--- config.mk ---
export PLATFORM = sky130hd
export DESIGN_NAME = mem_subword_ctrl
export DESIGN_NICKNAME = d
export VERILOG_FILES = /design/src/rtl/mem_subword_ctrl.sv
export SDC_FILE = /design/constraint.sdc
export NUM_CORES = 1
export LEC_CHECK = 0
export BUFFER_PORTS_ARGS = -buffer_cell sky130_fd_sc_hd__buf_2
export CAP_MARGIN = 20
export CORE_UTILIZATION = 52
export DETAILED_ROUTE_END_ITERATION = 10
export PLACE_DENSITY = 0.81
export SLEW_MARGIN = 20
export SYNTH_ARGS = -nofsm -noshare
export SYNTH_HDL_FRONTEND = slang
export SYNTH_SLANG_ARGS = --single-unit
--- constraint.sdc ---
create_clock -name clk -period 4.9 [get_ports clk]
set_clock_uncertainty 0.2 [all_clocks]
set_input_delay 0.98 -clock clk [delete_from_list [all_inputs] [get_ports clk]]
set_output_delay 0.98 -clock clk [all_outputs]
set_load 0.03 [all_outputs]
--- src/rtl/mem_subword_ctrl.sv ---
// MEM-stage access sequencer for a word-only synchronous data memory.
// Sub-word loads are extracted from the read word; sub-word stores run read-modify-write.
module mem_subword_ctrl #(
    parameter int READ_LAT = 1
) (
    input  logic        clk,
    input  logic        reset,
    input  logic        req,
    input  logic        we,
    input  logic [2:0]  funct3,
    input  logic [31:0] addr,
    input  logic [31:0] wdata,
    output logic [31:0] rdata,
    output logic        done,
    output logic        fault,
    output logic        stall,
    output logic [31:0] mem_addr,
    output logic        mem_re,
    output logic        mem_we,
    output logic [31:0] mem_wdata,
    input  logic [31:0] mem_rdata
);

    typedef enum logic [2:0] {
        IDLE,
        RD,
        WAIT,
        WR,
        DONE
    } state_e;

    state_e      state_q, state_d;
    logic [31:0] addr_q, addr_d;
    logic [31:0] wdata_q, wdata_d;
    logic [31:0] word_q, word_d;
    logic [2:0]  funct3_q, funct3_d;
    logic [2:0]  cnt_q, cnt_d;
    logic        we_q, we_d;
    logic        fault_q, fault_d;

    logic        bad;
    logic [7:0]  byte_sel;
    logic [15:0] half_sel;
    logic [31:0] load_val;
    logic [31:0] merged;

    // Classification of the incoming request; stores only know b/h/w.
    always_comb begin
        bad = 1'b1;
        case (funct3)
            3'b000:  bad = 1'b0;
            3'b001:  bad = addr[0];
            3'b010:  bad = |addr[1:0];
            3'b100:  bad = we;
            3'b101:  bad = we | addr[0];
            default: bad = 1'b1;
        endcase
    end

    always_ff @(posedge clk or posedge reset) begin
        if (reset) begin
            state_q  <= IDLE;
            addr_q   <= '0;
            wdata_q  <= '0;
            word_q   <= '0;
            funct3_q <= '0;
            cnt_q    <= '0;
            we_q     <= 1'b0;
            fault_q  <= 1'b0;
        end else begin
            state_q  <= state_d;
            addr_q   <= addr_d;
            wdata_q  <= wdata_d;
            word_q   <= word_d;
            funct3_q <= funct3_d;
            cnt_q    <= cnt_d;
            we_q     <= we_d;
            fault_q  <= fault_d;
        end
    end

    always_comb begin
        state_d  = state_q;
        addr_d   = addr_q;
        wdata_d  = wdata_q;
        word_d   = word_q;
        funct3_d = funct3_q;
        cnt_d    = cnt_q;
        we_d     = we_q;
        fault_d  = fault_q;
        unique case (state_q)
            IDLE: begin
                if (req) begin
                    addr_d   = addr;
                    wdata_d  = wdata;
                    funct3_d = funct3;
                    we_d     = we;
                    fault_d  = bad;
                    if (bad) begin
                        state_d = DONE;
                    end else if (we && funct3 == 3'b010) begin
                        state_d = WR;
                    end else begin
                        state_d = RD;
                    end
                end
            end
            RD: begin
                cnt_d   = 3'(READ_LAT);
                state_d = WAIT;
            end
            WAIT: begin
                if (cnt_q == 3'd1) begin
                    word_d  = mem_rdata;
                    state_d = we_q ? WR : DONE;
                end else begin
                    cnt_d = cnt_q - 3'd1;
                end
            end
            WR: begin
                state_d = DONE;
            end
            DONE: begin
                fault_d = 1'b0;
                state_d = IDLE;
            end
            default: begin
                state_d = IDLE;
            end
        endcase
    end

    always_comb begin
        byte_sel = word_q[{addr_q[1:0], 3'b000} +: 8];
        half_sel = word_q[{addr_q[1], 4'b0000} +: 16];
        case (funct3_q)
            3'b000:  load_val = {{24{byte_sel[7]}}, byte_sel};
            3'b001:  load_val = {{16{half_sel[15]}}, half_sel};
            3'b100:  load_val = {24'h0, byte_sel};
            3'b101:  load_val = {16'h0, half_sel};
            default: load_val = word_q;
        endcase
    end

    // Store lanes overlay the captured word; a word store ignores it.
    always_comb begin
        merged = word_q;
        case (funct3_q[1:0])
            2'b00:   merged[{addr_q[1:0], 3'b000} +: 8] = wdata_q[7:0];
            2'b01:   merged[{addr_q[1], 4'b0000} +: 16] = wdata_q[15:0];
            default: merged = wdata_q;
        endcase
    end

    always_comb begin
        done      = (state_q == DONE);
        fault     = (state_q == DONE) & fault_q;
        mem_re    = (state_q == RD);
        mem_we    = (state_q == WR);
        mem_wdata = (state_q == WR) ? merged : 32'h0;
        mem_addr  = (state_q != IDLE) ? {addr_q[31:2], 2'b00} : 32'h0;
        rdata     = (state_q == DONE && !fault_q && !we_q) ? load_val : 32'h0;
        stall     = ~reset & (((state_q == IDLE) & req) |
                              (state_q == RD) |
                              (state_q == WAIT) |
                              (state_q == WR));
    end

endmodule

==> impl_metrics.json, run 1 <==
{
  "status": "finished clean",
  "cts_tree": "done",
  "synth_ff_type": "dfrtp_1",
  "fin_area_um2": 7640,
  "setup_violations": 0,
  "power.density_nw_per_um2": 732,
  "io_pins": 204,
  "area_growth_pct": 20.3,
  "layout_common_cells": "buf_2 (201), mux2_2 (106), dfrtp_1 (106)",
  "p_total_mw": 5.59,
  "die_x_um": 113,
  "muxShareOfSynthArea_pct": 19.2,
  "path_clk_slew_ns": 0.08,
  "drive_gt1_share_pct": 43.0,
  "dpl.hpwl_um": 14200,
  "vias_per_cell": 5.99,
  "peakVddDrop_mv": 0.518,
  "wl_per_cell_um": 20.5,
  "finalSetupTns_ns": 0,
  "drtIter0Drc": 528,
  "ys_types": 48,
  "cp-start-kind": "register",
  "fin_cells": 948,
  "die_h_um": 113,
  "end_kind": "output pin",
  "track_usage_pct": 31.3,
  "max-slew-margin-rel_pct": 36.5,
  "ys_warn_count": 0,
  "fin_crit_sh_pct": 83.4,
  "worst_pin_slew_ns": 0.953,
  "synth-simple-area-share_pct": 13.2,
  "synthArstFlopShare_pct": 100,
  "antenna_found_initial": 0,
  "holdWs_ns": 0.303,
  "num_rows": 39,
  "tritoncts_num_sinks": 107,
  "post-route-util_pct": 65.5,
  "grt_max_degree": 85,
  "cts-root-buf": "clkbuf_16",
  "synthXorXnorAreaFrac_pct": 0,
  "finalMaxSlewViolations": 0,
  "rsz0062_at_grt": "false",
  "hold_path_class": "register to register",
  "clkLatencyLatePin_ns": 0.36,
  "max_freq_mhz": 245,
  "setup_ws_ns": 0.816,
  "final_nets": 910,
  "initial_utilization_pct": 54.5,
  "critical_path_class": "register to output pin",
  "p_leak_nw": 3.62,
  "numPortBuffers": 201,
  "clock_path_buffers": 2,
  "hold_viol": 0,
  "fp.dieArea_um2": 12700,
  "post_cts_buffers": 0,
  "numCtsBuffers": 9,
  "synthCells": 632,
  "wirelength_um": 19400,
  "grt_overflow_total": 0,
  "layout_min_cycle_time_ns": 4.08,
  "first_global_vias": 5640,
  "worstPathArrival_ns": 2.90,
  "synth-seq-cells": 107,
  "drt_pass1_iterations": 6,
  "cts.hold.buffers_added": 0,
  "synth_top_family_by_area": "multiplexers",
  "routed-via-count": 5678,
  "drtAntennaViolNets": 0,
  "worst-path-max-fanout": 31,
  "placed_cells": 932,
  "max_cap_viol_count": 0,
  "gp_congestion": 0.923,
  "place_area_um2": 7310,
  "dpl_worst_slack_ns": 1.13,
  "synth-edff-count": 0,
  "syn_area_per_cell_um2": 10.0,
  "layout_commonest_cell": "buf_2",
  "antennaDiodeCount": 0,
  "post_cts_resized": 0,
  "syn-cell-area_um2": 6350,
  "grt_pass1_wl_um": 30000,
  "cp.required_ns": 3.72,
  "synth-seq-area-share_pct": 42.2,
  "synth_fa_ha_area_share_pct": 1.38,
  "coreArea_um2": 11700,
  "synth_compound_area_share_pct": 18.0,
  "htreeDepth": 3,
  "drc": 0
}
-- final cells by class --
| class | count | area (um2) |
|---|---|---|
| Multi-Input combinational cell | 450 | 3310 |
| Clock buffer | 9 | 225 |
| Clock inverter | 7 | 92.6 |
| Sequential cell | 107 | 2680 |
| Timing Repair Buffer | 209 | 1070 |
| Inverter | 23 | 91.3 |
| Tap cell | 143 | 179 |
| Fill cell | 953 | 4020 |
-- cells in the mapped netlist (8+ instances only) --
cell / count / area, um2
a211oi_1: 15 / 113
a21oi_1: 48 / 240
a221oi_1: 8 / 70.1
a22o_1: 12 / 105
a22oi_1: 13 / 97.6
buf_2: 16 / 80.1
clkbuf_1: 24 / 90.1
dfrtp_1: 107 / 2680
inv_1: 23 / 86.3
mux2_2: 106 / 1190
nand2_1: 47 / 176
nor2_1: 32 / 120
nor2b_1: 35 / 219
nor3_1: 23 / 115
o21ai_0: 34 / 170
o31a_1: 13 / 114
-- cells by family (layout without fill, tap and decap cells) --
logic type / count (synthesis) / after routing
fa+ha+maj: 7 / 7
mux: 108 / 108
flops: 107 / 107
buf+inv: 76 / 248
compound gates: 172 / 172
simple gates: 161 / 161
other cells: 1 / 2
-- worst paths after layout --
path / start / to / slack, ns / depth (start not counted)
max: funct3_q[0] / rdata[7] / 0.82 / 5
min: addr_q[4] / addr_q[4] / 0.30 / 1
max reg2reg: state_q[0] / wdata_q[2] / 2.41 / 3
min reg2reg: addr_q[4] / addr_q[4] / 0.30 / 1
max in group asynchronous: reset / wdata_q[5] / 3.11 / 3
min in group asynchronous: reset / fault_q / 0.56 / 2
-- power by group --
part / internal [mW] / leakage [nW] / switching [mW] / total [mW]
Combinational: 1.22 / 2.21 / 1.72 / 2.94
Sequential: 1.33 / 1.26 / 0.577 / 1.90
Clock: 0.370 / 0.150 / 0.379 / 0.749
-- sequential cells by signal, summed over array words and instances, names as in the netlist --
signal    count
addr_q       32
state_q       3
cnt_q         3
fault_q       1
word_q       32
we_q          1
funct3_q      3
wdata_q      32
-- critical path: stages (launching register included) --
cell	delay, ns
dfrtp_1	0.95
nand2b_1	0.37
nand2b_1	0.32
nor2_1	0.06
a2111oi_0	0.51
buf_2	0.31
-- per-layer routing --
metal  track usage (%)  vias to the layer above  share of wire, %
li1                  -                     2624                 -
met5                 0                        -                 0
met4              10.9                        0               2.5
met3              10.1                       34               9.5
met2              47.5                      289                44
met1              42.2                     2731                44
No activity file was read; power rests on OpenSTA's default activity.
==> run 2: changes to the inputs <==
- clock period: 4.9 -> 4 ns (I/O delays scaled with it)
==> impl_metrics.json, run 2 (synthesis gave the netlist of run 1 again) <==
{
  "gp_congestion": 0.916,
  "biggestRegsByFlops": "addr_q (32), wdata_q (32), word_q (32)",
  "dpl_worst_slack_ns": 0.453,
  "placed_cells": 938,
  "tritoncts_num_sinks": 107,
  "status": "finished clean",
  "clkLatencyLatePin_ns": 0.36,
  "antenna_found_initial": 0,
  "path_clk_slew_ns": 0.08,
  "io_pins": 204,
  "dpl.hpwl_um": 14500,
  "clock_path_buffers": 2,
  "holdWs_ns": 0.288,
  "finalSetupTns_ns": 0,
  "drive_gt1_share_pct": 43.3,
  "drtAntennaViolNets": 0,
  "finalMaxSlewViolations": 0,
  "rsz0062_at_grt": "false",
  "peakVddDrop_mv": 0.609,
  "worstPathArrival_ns": 2.86,
  "num_rows": 39,
  "grt_pass1_wl_um": 30300,
  "htreeDepth": 3,
  "ff2ff_path_depth": 3,
  "area_growth_pct": 20.9,
  "p_total_mw": 6.91,
  "wl_per_cell_um": 20.4,
  "cp-start-kind": "register",
  "grt_max_degree": 76,
  "layout_min_cycle_time_ns": 3.86,
  "worst-path-max-fanout": 14,
  "drc": 0,
  "layout_commonest_cell": "buf_2",
  "first_global_vias": 5640,
  "fin_crit_sh_pct": 96.4,
  "hold_path_class": "input port to asynchronous set/reset pin",
  "place_area_um2": 7370,
  "cp.required_ns": 3.00,
  "max-slew-margin-rel_pct": 45.1,
  "max_freq_mhz": 259,
  "worst_pin_slew_ns": 0.822,
  "power.density_nw_per_um2": 900,
  "layout_common_cells": "buf_2 (201), mux2_2 (106), dfrtp_1 (106)",
  "final_nets": 916,
  "setup_ws_ns": 0.143,
  "drtIter0Drc": 464,
  "cts_tree": "done",
  "routed-via-count": 5721,
  "drt_pass1_iterations": 9,
  "die_h_um": 113,
  "coreArea_um2": 11700,
  "track_usage_pct": 31.6,
  "hold_viol": 0,
  "fin_cells": 954,
  "setup_violations": 0,
  "vias_per_cell": 6.00,
  "critPathMaxStageDelay_ns": 0.58,
  "crit_path_top_delay_cell": "dfrtp_1",
  "die_x_um": 113,
  "crit_buf_inv": 2,
  "post-route-util_pct": 65.8,
  "grt_overflow_total": 0,
  "max_cap_viol_count": 0,
  "post_cts_resized": 0,
  "numCtsBuffers": 9,
  "worstPathCellList": "inv_1 -> ha_1 -> nand2_1 -> nor4_4 -> a222oi_1 -> a21oi_1 -> buf_2",
  "worstSetupPathDepth": 7,
  "initial_utilization_pct": 54.5,
  "end_kind": "output pin",
  "fp.dieArea_um2": 12700,
  "critPathTopFamily": "flip-flops",
  "critical_path_class": "register to output pin",
  "fin_area_um2": 7680,
  "p_leak_nw": 3.64,
  "numPortBuffers": 201,
  "wirelength_um": 19400,
  "cts.hold.buffers_added": 0,
  "post_cts_buffers": 0,
  "cts-root-buf": "clkbuf_16",
  "antennaDiodeCount": 0
}
-- run 2: cell type report --
cell class	instances	area (um2)
fillers	987	3980
multi-input cells	450	3310
flip-flops and latches	107	2680
repair buffers	215	1120
clock buffers	9	225
well taps	143	179
inverters	23	88.8
clock inverters	7	76.3
-- run 2: path summary, 6_finish.rpt --
path / start / to / slack [ns]
max in group asynchronous: reset / wdata_q[20] / 2.47
min in group clk: addr_q[7] / addr_q[7] / 0.30
worst max-delay path: addr_q[1] / mem_wdata[11] / 0.14
worst min-delay path: reset / state_q[2] / 0.29
worst min register to register: addr_q[7] / addr_q[7] / 0.30
worst max register to register: state_q[0] / wdata_q[2] / 1.85
-- run 2: worst reg2reg max path: cells and delay by family, from the launching register on --
kind	cells	cell delay [ns]
flip-flops	1	0.60
multiplexers	1	0.43
AND/OR/NAND/NOR	1	0.42
buffers and inverters	1	0.38
-- run 2: per-layer routing --
metal | wire [um] | vias up | GRT usage, %
met5 | 0 | - | 0
met4 | 335 | 0 | 9.07
met3 | 1790 | 25 | 9.02
met2 | 8860 | 311 | 48.2
met1 | 8430 | 2760 | 44.1
li1 | - | 2625 | -
-- run 2: report_power, final --
group	switching [mW]	internal (mW)	total [mW]
registers	0.668	1.63	2.29
clock network	0.470	0.446	0.916
logic	2.17	1.53	3.70
total	3.31	3.61	6.91
